[src/rtl/dw_conv_pkg.sv]
// dw_conv_pkg: shared helpers and state type for the data-width converters
package dw_conv_pkg;
  typedef enum logic {FILL = 1'b0, FULL = 1'b1} state_e;
  function automatic int num_slots(input int dw_wide, input int dw_narrow);
    return dw_wide / dw_narrow;
  endfunction
  function automatic bit widths_ok(input int dw_wide, input int dw_narrow);
    return dw_narrow > 0 && dw_wide >= dw_narrow && dw_wide % dw_narrow == 0;
  endfunction
endpackage

[src/rtl/dw_upsizer.sv]
// dw_upsizer: packs DW_IN-bit valid/ready beats (din_i/vld_i/last_i/rdy_o) LSB lane first into DW_OUT-bit words (dout_o/keep_o/last_o/vld_o/rdy_i)
module dw_upsizer
  import dw_conv_pkg::*;
#(
  parameter int DW_IN  = 8,
  parameter int DW_OUT = 32
) (
  input  logic                             clk_i,
  input  logic                             rst_i,
  input  logic [DW_IN-1:0]                 din_i,
  input  logic                             vld_i,
  input  logic                             last_i,
  output logic                             rdy_o,
  output logic [DW_OUT-1:0]                dout_o,
  output logic [num_slots(DW_OUT,DW_IN)-1:0] keep_o,
  output logic                             last_o,
  output logic                             vld_o,
  input  logic                             rdy_i
);
  localparam int NumSlots = num_slots(DW_OUT, DW_IN);
  localparam int PW = NumSlots > 1 ? $clog2(NumSlots) : 1;
  if (!widths_ok(DW_OUT, DW_IN)) begin : g_bad_width
    $fatal(1, "dw_upsizer: DW_OUT must be a multiple of DW_IN and >= DW_IN");
  end
  logic [DW_OUT-1:0]   acc_q, acc_d, dout_q, dout_d, merged;
  logic [NumSlots-1:0] acc_keep_q, acc_keep_d, keep_q, keep_d, merged_keep;
  logic [PW-1:0]       wr_ptr_q, wr_ptr_d;
  logic                acc_last_q, acc_last_d, last_q, last_d, vld_q, vld_d;
  state_e              acc_full_q, acc_full_d;
  logic                accept, complete, out_free;
  assign rdy_o  = acc_full_q == FILL;
  assign dout_o = dout_q;
  assign keep_o = keep_q;
  assign last_o = last_q;
  assign vld_o  = vld_q;
  always_comb begin
    merged = acc_q;
    for (int k = 0; k < NumSlots; k++)
      merged[k*DW_IN +: DW_IN] = wr_ptr_q == PW'(k) ? din_i : acc_q[k*DW_IN +: DW_IN];
    merged_keep = acc_keep_q | (NumSlots'(1) << wr_ptr_q);
    accept      = vld_i & rdy_o;
    complete    = accept & (wr_ptr_q == PW'(NumSlots - 1) | last_i);
    out_free    = ~vld_q | rdy_i;
    acc_d       = acc_q;
    acc_keep_d  = acc_keep_q;
    wr_ptr_d    = wr_ptr_q;
    acc_last_d  = acc_last_q;
    acc_full_d  = acc_full_q;
    dout_d      = dout_q;
    keep_d      = keep_q;
    last_d      = last_q;
    vld_d       = vld_q & ~rdy_i;
    if (accept & ~complete) begin
      acc_d      = merged;
      acc_keep_d = merged_keep;
      wr_ptr_d   = wr_ptr_q + PW'(1);
    end else if (complete & ~out_free) begin
      acc_d      = merged;
      acc_keep_d = merged_keep;
      acc_last_d = last_i;
      acc_full_d = FULL;
    end else if (complete | (acc_full_q == FULL & out_free)) begin
      dout_d     = complete ? merged : acc_q;
      keep_d     = complete ? merged_keep : acc_keep_q;
      last_d     = complete ? last_i : acc_last_q;
      vld_d      = 1'b1;
      acc_d      = '0;
      acc_keep_d = '0;
      wr_ptr_d   = '0;
      acc_last_d = 1'b0;
      acc_full_d = FILL;
    end
  end
  always_ff @(posedge clk_i) begin
    if (rst_i) begin
      acc_q      <= '0;
      acc_keep_q <= '0;
      wr_ptr_q   <= '0;
      acc_last_q <= 1'b0;
      acc_full_q <= FILL;
      dout_q     <= '0;
      keep_q     <= '0;
      last_q     <= 1'b0;
      vld_q      <= 1'b0;
    end else begin
      acc_q      <= acc_d;
      acc_keep_q <= acc_keep_d;
      wr_ptr_q   <= wr_ptr_d;
      acc_last_q <= acc_last_d;
      acc_full_q <= acc_full_d;
      dout_q     <= dout_d;
      keep_q     <= keep_d;
      last_q     <= last_d;
      vld_q      <= vld_d;
    end
  end
endmodule
[config.mk]
export PLATFORM = sky130hd
export DESIGN_NAME = dw_upsizer
export DESIGN_NICKNAME = d
export VERILOG_FILES = /design/src/rtl/dw_conv_pkg.sv /design/src/rtl/dw_upsizer.sv
export SDC_FILE = /design/constraint.sdc
export NUM_CORES = 1
export LEC_CHECK = 0
export CAP_MARGIN = 20
export CORE_MARGIN = 2
export CORE_UTILIZATION = 55
export DETAILED_ROUTE_END_ITERATION = 6
export GPL_TIMING_DRIVEN = 0
export PLACE_DENSITY_LB_ADDON = 0.3
export SKIP_CTS_REPAIR_TIMING = 1
export SLEW_MARGIN = 20
export SYNTH_ARGS = -nofsm -noshare
export SYNTH_HDL_FRONTEND = slang
export SYNTH_SLANG_ARGS = --single-unit
[constraint.sdc]
create_clock -name clk_i -period 2.4 [get_ports clk_i]
set_input_delay 0.24 -clock clk_i [delete_from_list [all_inputs] [get_ports clk_i]]
set_output_delay 0.24 -clock clk_i [all_outputs]
set_load 0.05 [all_outputs]
# Yosys cells after proc, flatten, opt, wreduce, memory -nomap -nowiden
# Cells that the tools add are included.
# totals
output_inout_bits	39
ff_bits	78
inputBits	13
word_cells	61
# op_classes
n_mux	22
n_bitwise	17
shifts	1
eq_ne	4
reduce_logical	7
n_addsub	1
# ops
operator	n
32-bit 2-to-1 mux	4
8-bit 2-to-1 mux	4
4-bit 2-to-1 mux	4
1-bit 2-to-1 mux	7
1-bit NOT	7
1-bit bitwise AND	6
2-bit 2-to-1 mux	3
2-bit == test (second input constant)	2
4-bit OR	1
2-bit AND reduction	2
2-bit nonzero test	2
1-bit by 2-bit << shifter with 4-bit output (first input constant)	1
1-bit OR	3
3-bit AND reduction	1
3-bit nonzero test	1
2-bit by 1-bit adder with 2-bit output (second input constant)	1
2-bit by 1-bit == test with 1-bit output (second input constant)	1
2-bit zero test	1
2-bit != test (second input constant)	1

# Longest topological paths before layout
# depth
word_depth	7
depth_mapped	6
mapped_depth_nobuf	5

# Least setup slack after synthesis
# Ideal clock, no wire load.
# synth_path
kind	register -> register
from	register wr_ptr_q[0]
to	register dout_q[26] (netlist: dout_o[26])
stages_incl_launch_ff	7
setup_time_ns	0.138
slack_ns	0.787
path_buffers	2
period_less_slack_ns	1.613
required_time_ns	2.262
arrival_ns	1.475
path_cell_list	dfxtp_1 -> ha_1 -> or3_1 -> buf_2 -> buf_2 -> a31oi_1 -> a211oi_1
# synth_via
elab_chain_len	7
word_cells_on_any_way	12
cone_classes	eq/ne (1); mux (2); bitwise (8); reduce/logical (1)
# synth_lines
element	line	rtl
start: declaration	dw_upsizer.sv:27	logic [PW-1:0] wr_ptr_q, wr_ptr_d;
start signal: assignment	dw_upsizer.sv:88	wr_ptr_q <= wr_ptr_d;
2-bit == test (*)	dw_upsizer.sv:39, dw_upsizer.sv:42	
1-bit OR	dw_upsizer.sv:42	complete = accept & (wr_ptr_q == PW'(NumSlots - 1) | last_i);
1-bit bitwise AND	dw_upsizer.sv:42	
1-bit NOT	dw_upsizer.sv:53	if (accept & ~complete) begin
1-bit bitwise AND	dw_upsizer.sv:53	
1-bit NOT (no source line)	--	
3-bit AND reduction (no source line)	--	
end signal: assignment	dw_upsizer.sv:91	dout_q <= dout_d;
end: declaration	dw_upsizer.sv:25	logic [DW_OUT-1:0] acc_q, acc_d, dout_q, dout_d, merged;
# Mark *: on every way between the ends. The rest lies on a longest branch, timed or not.
# A chain may end at the register's enable or synchronous reset.

# Worst setup path after layout
# layout_path
from	register acc_full_q
to	output port rdy_o
# layout_via
elab_chain_len	1
# layout_lines
element	line	rtl
start: declaration	dw_upsizer.sv:29	state_e acc_full_q, acc_full_d;
start signal: assignment	dw_upsizer.sv:90	acc_full_q <= acc_full_d;
1-bit NOT	dw_upsizer.sv:31	assign rdy_o = acc_full_q == FILL;
end: declaration	dw_upsizer.sv:13	output logic rdy_o,
# No other way between the ends.

==> impl_metrics.py <==
metrics = {
    "floorplanning": {
        "initial_utilization": 0.564,
        "coreArea_mm2": 0.00676,
        "row_count": 30,
        "dieArea_mm2": 0.00761,
        "num_io_pins": 52,
        "die_h_um": 87.2,
        "die_w_um": 87.2,
    },
    "global_routing": {
        "grt_usage": 0.287,
        "grt_pass1_vias": 3389,
        "grt_start_max_net_pins": 14,
        "antenna_found_initial": 0,
        "grt_remaining_overflow": 0,
        "grt_pass1_wl_mm": 16.9,
    },
    "critical_path": {
        "critPathRequiredTime_ns": 2.16,
        "critPathKind": "reg2out",
        "endpoint_kind": "output port",
        "crit_path_start_kind": "flop",
        "crit_path_max_fanout": 10,
        "arrival_ns": 1.75,
    },
    "finish": {
        "layout_common_cells": "dfxtp_1, a21oi_1, clkdlybuf4s50_1",
        "nets": 479,
        "drive_above_1_share": 0.161,
        "syn2layout_area_growth_pct": 21.3,
        "final_common_cell": "dfxtp_1",
        "antenna_cells": 0,
    },
    "timing": {
        "rsz0062_at_grt": "false",
        "fmax_mhz": 503,
        "fin_crit_sh": 0.829,
        "worst_pin_slew_ns": 0.781,
        "period_minus_slack_ns": 1.99,
        "slew_violations": 0,
        "slew_headroom": 0.474,
        "setup_viol": 0,
        "finalHoldViolCount": 0,
        "tns_ns": 0,
        "holdWs_ns": 0.353,
        "clock_skew_ns": 0.00804,
    },
    "synth": {
        "syn_avg_cell_area_um2": 9.50,
        "yosys_register_bits": 78,
        "synthesis.area_mm2": 0.00381,
        "yosysUniqueCellTypes": 39,
        "synth_top_area_cell": "dfxtp_1",
        "synthCells": 401,
        "syn_nets": 418,
        "yosysWarnings": 0,
        "yosysTopAreaCellShare": 0.410,
        "synthTopCellsByArea": "dfxtp_1, mux2i_1, o32ai_2",
        "ys_seq_area_frac": 0.410,
    },
    "clock_network": {
        "cts_made_buffers": 9,
        "clkSlewWorstSetupHoldPaths_ns": 0.08,
        "clock_latency_ns": 0.36,
        "cts.sink_count": 78,
        "cts-htree-levels": 3,
        "cts_tree": "done",
        "cts_root_buf": "clkbuf_8",
        "ctsLongestPathBuffers": 2,
    },
    "power": {
        "leakage_nw": 1.65,
        "ir_worst_vdd_mv": 0.579,
        "p_per_area_mw_per_mm2": 651,
    },
    "detailed_routing": {
        "totalWireLength_mm": 10.4,
        "avgRoutedWirePerCell_um": 19.1,
        "drt-vias-per-instance": 6.41,
        "ant_nets": 0,
        "drc": 0,
        "drtIter0Drc": 200,
        "dr.pass1.iters": 6,
        "vias": 3506,
    },
    "placement": {
        "post-dp-hpwl_mm": 7.11,
        "gp_congestion": 0.826,
        "portBuffers": 50,
    },
    "worst_hold_path": {
        "hold_class": "in2reg",
    },
    "flow_run": {
        "timing.max_cap.violations": 0,
    },
    "status": {
        "status": "finished, final reports clean",
    },
}
[through the flow]
step / utilization / instance area (um^2) / setup WS (ns) / cells / total power [mW]
2_1_floorplan: - / 3810 / 0.787 / 401 / 1.81
3_3_place_gp: 0.653 / 4410 / 0.371 / 531 / 1.98
3_5_place_dp: 0.653 / 4410 / 0.304 / 531 / 1.99
4_1_cts: 0.684 / 4620 / 0.410 / 547 / 3.01
5_1_grt: 0.684 / 4620 / 0.349 / 547 / 3.10
6_report: 0.684 / 4620 / 0.411 / 547 / 3.01
[registers in the layout (all words and copies together) (netlist names)]
| name | count |
|---|---|
| acc_full_q | 1 |
| acc_keep_q | 4 |
| acc_last_q | 1 |
| acc_q | 32 |
| dout_o | 32 |
| keep_o | 4 |
| last_o | 1 |
| vld_o | 1 |
| wr_ptr_q | 2 |
[kinds of logic (layout without fill, tap and decap cells)]
kind of cell             after synthesis  after routing  share of synthesized area
AO/OA/AOI/OAI                        156            156                      0.305
adder cells (fa/ha/maj)                4              4                     0.0131
buffers and inverters                 49            115                     0.0660
flip-flops                            78             78                      0.410
multiplexers                          32             32                     0.0841
AND/OR/NAND/NOR                       82             82                      0.122
[cells in the mapped netlist, drive strengths merged]
cell type	n
nand2b	2
nand2	25
a311oi	1
and3b	2
nand3	9
ha	4
a211oi	36
buf	33
or2	2
and3	24
clkbuf	12
a21oi	60
inv	4
o31ai	1
o21a	1
nand4	1
nor4	1
a31o	1
a31oi	19
dfxtp	78
mux2i	32
o32ai	24
nor3	4
and2b	1
o21ai	11
a32o	1
nand3b	1
nor2	8
o221ai	1
or3	1
nor2b	1
[critical path, cell delays in order (launching register included)]
cell             delay [ns]
dfxtp_1                0.33
buf_4                  0.18
inv_1                  0.08
clkdlybuf4s50_1        0.80
[cell type report]
type                            instances  area [um^2]
Fill cell                             554         2140
Clock inverter                          4         55.1
Tap cell                               80          100
Sequential cell                        78         1560
Multi-Input combinational cell        274         2000
Clock buffer                           12          155
Timing Repair Buffer                   50          500
Inverter                                4         15.0
Buffer                                 45          236
[per-layer routing]
metal	vias to the layer above	track usage	wire length (um)
met1	1673	0.369	4390
met4	0	0.126	232
met5	-	0	0
met3	25	0.0569	845
li1	1642	-	-
met2	166	0.466	4980
[path summary, 6_finish.rpt]
path         slack (ns)                startpoint  cells past startpoint                       to
max                0.41   acc_full_q$_SDFFE_PP0P_                      3                    rdy_o
min                0.35                     rst_i                      2  dout_o[24]$_SDFFE_PP0P_
max reg2reg        0.49  wr_ptr_q[0]$_SDFFE_PP0P_                      6   dout_o[1]$_SDFFE_PP0P_
min reg2reg        0.48    acc_q[31]$_SDFFE_PP0P_                      2   acc_q[31]$_SDFFE_PP0P_
[where the power goes]
| group | switching [mW] | internal [mW] | total, mW |
|---|---|---|---|
| Clock | 0.498 | 0.541 | 1.04 |
| Sequential | 0.0410 | 1.36 | 1.40 |
| Combinational | 0.367 | 0.204 | 0.571 |
(Power assumes the default switching activity.)
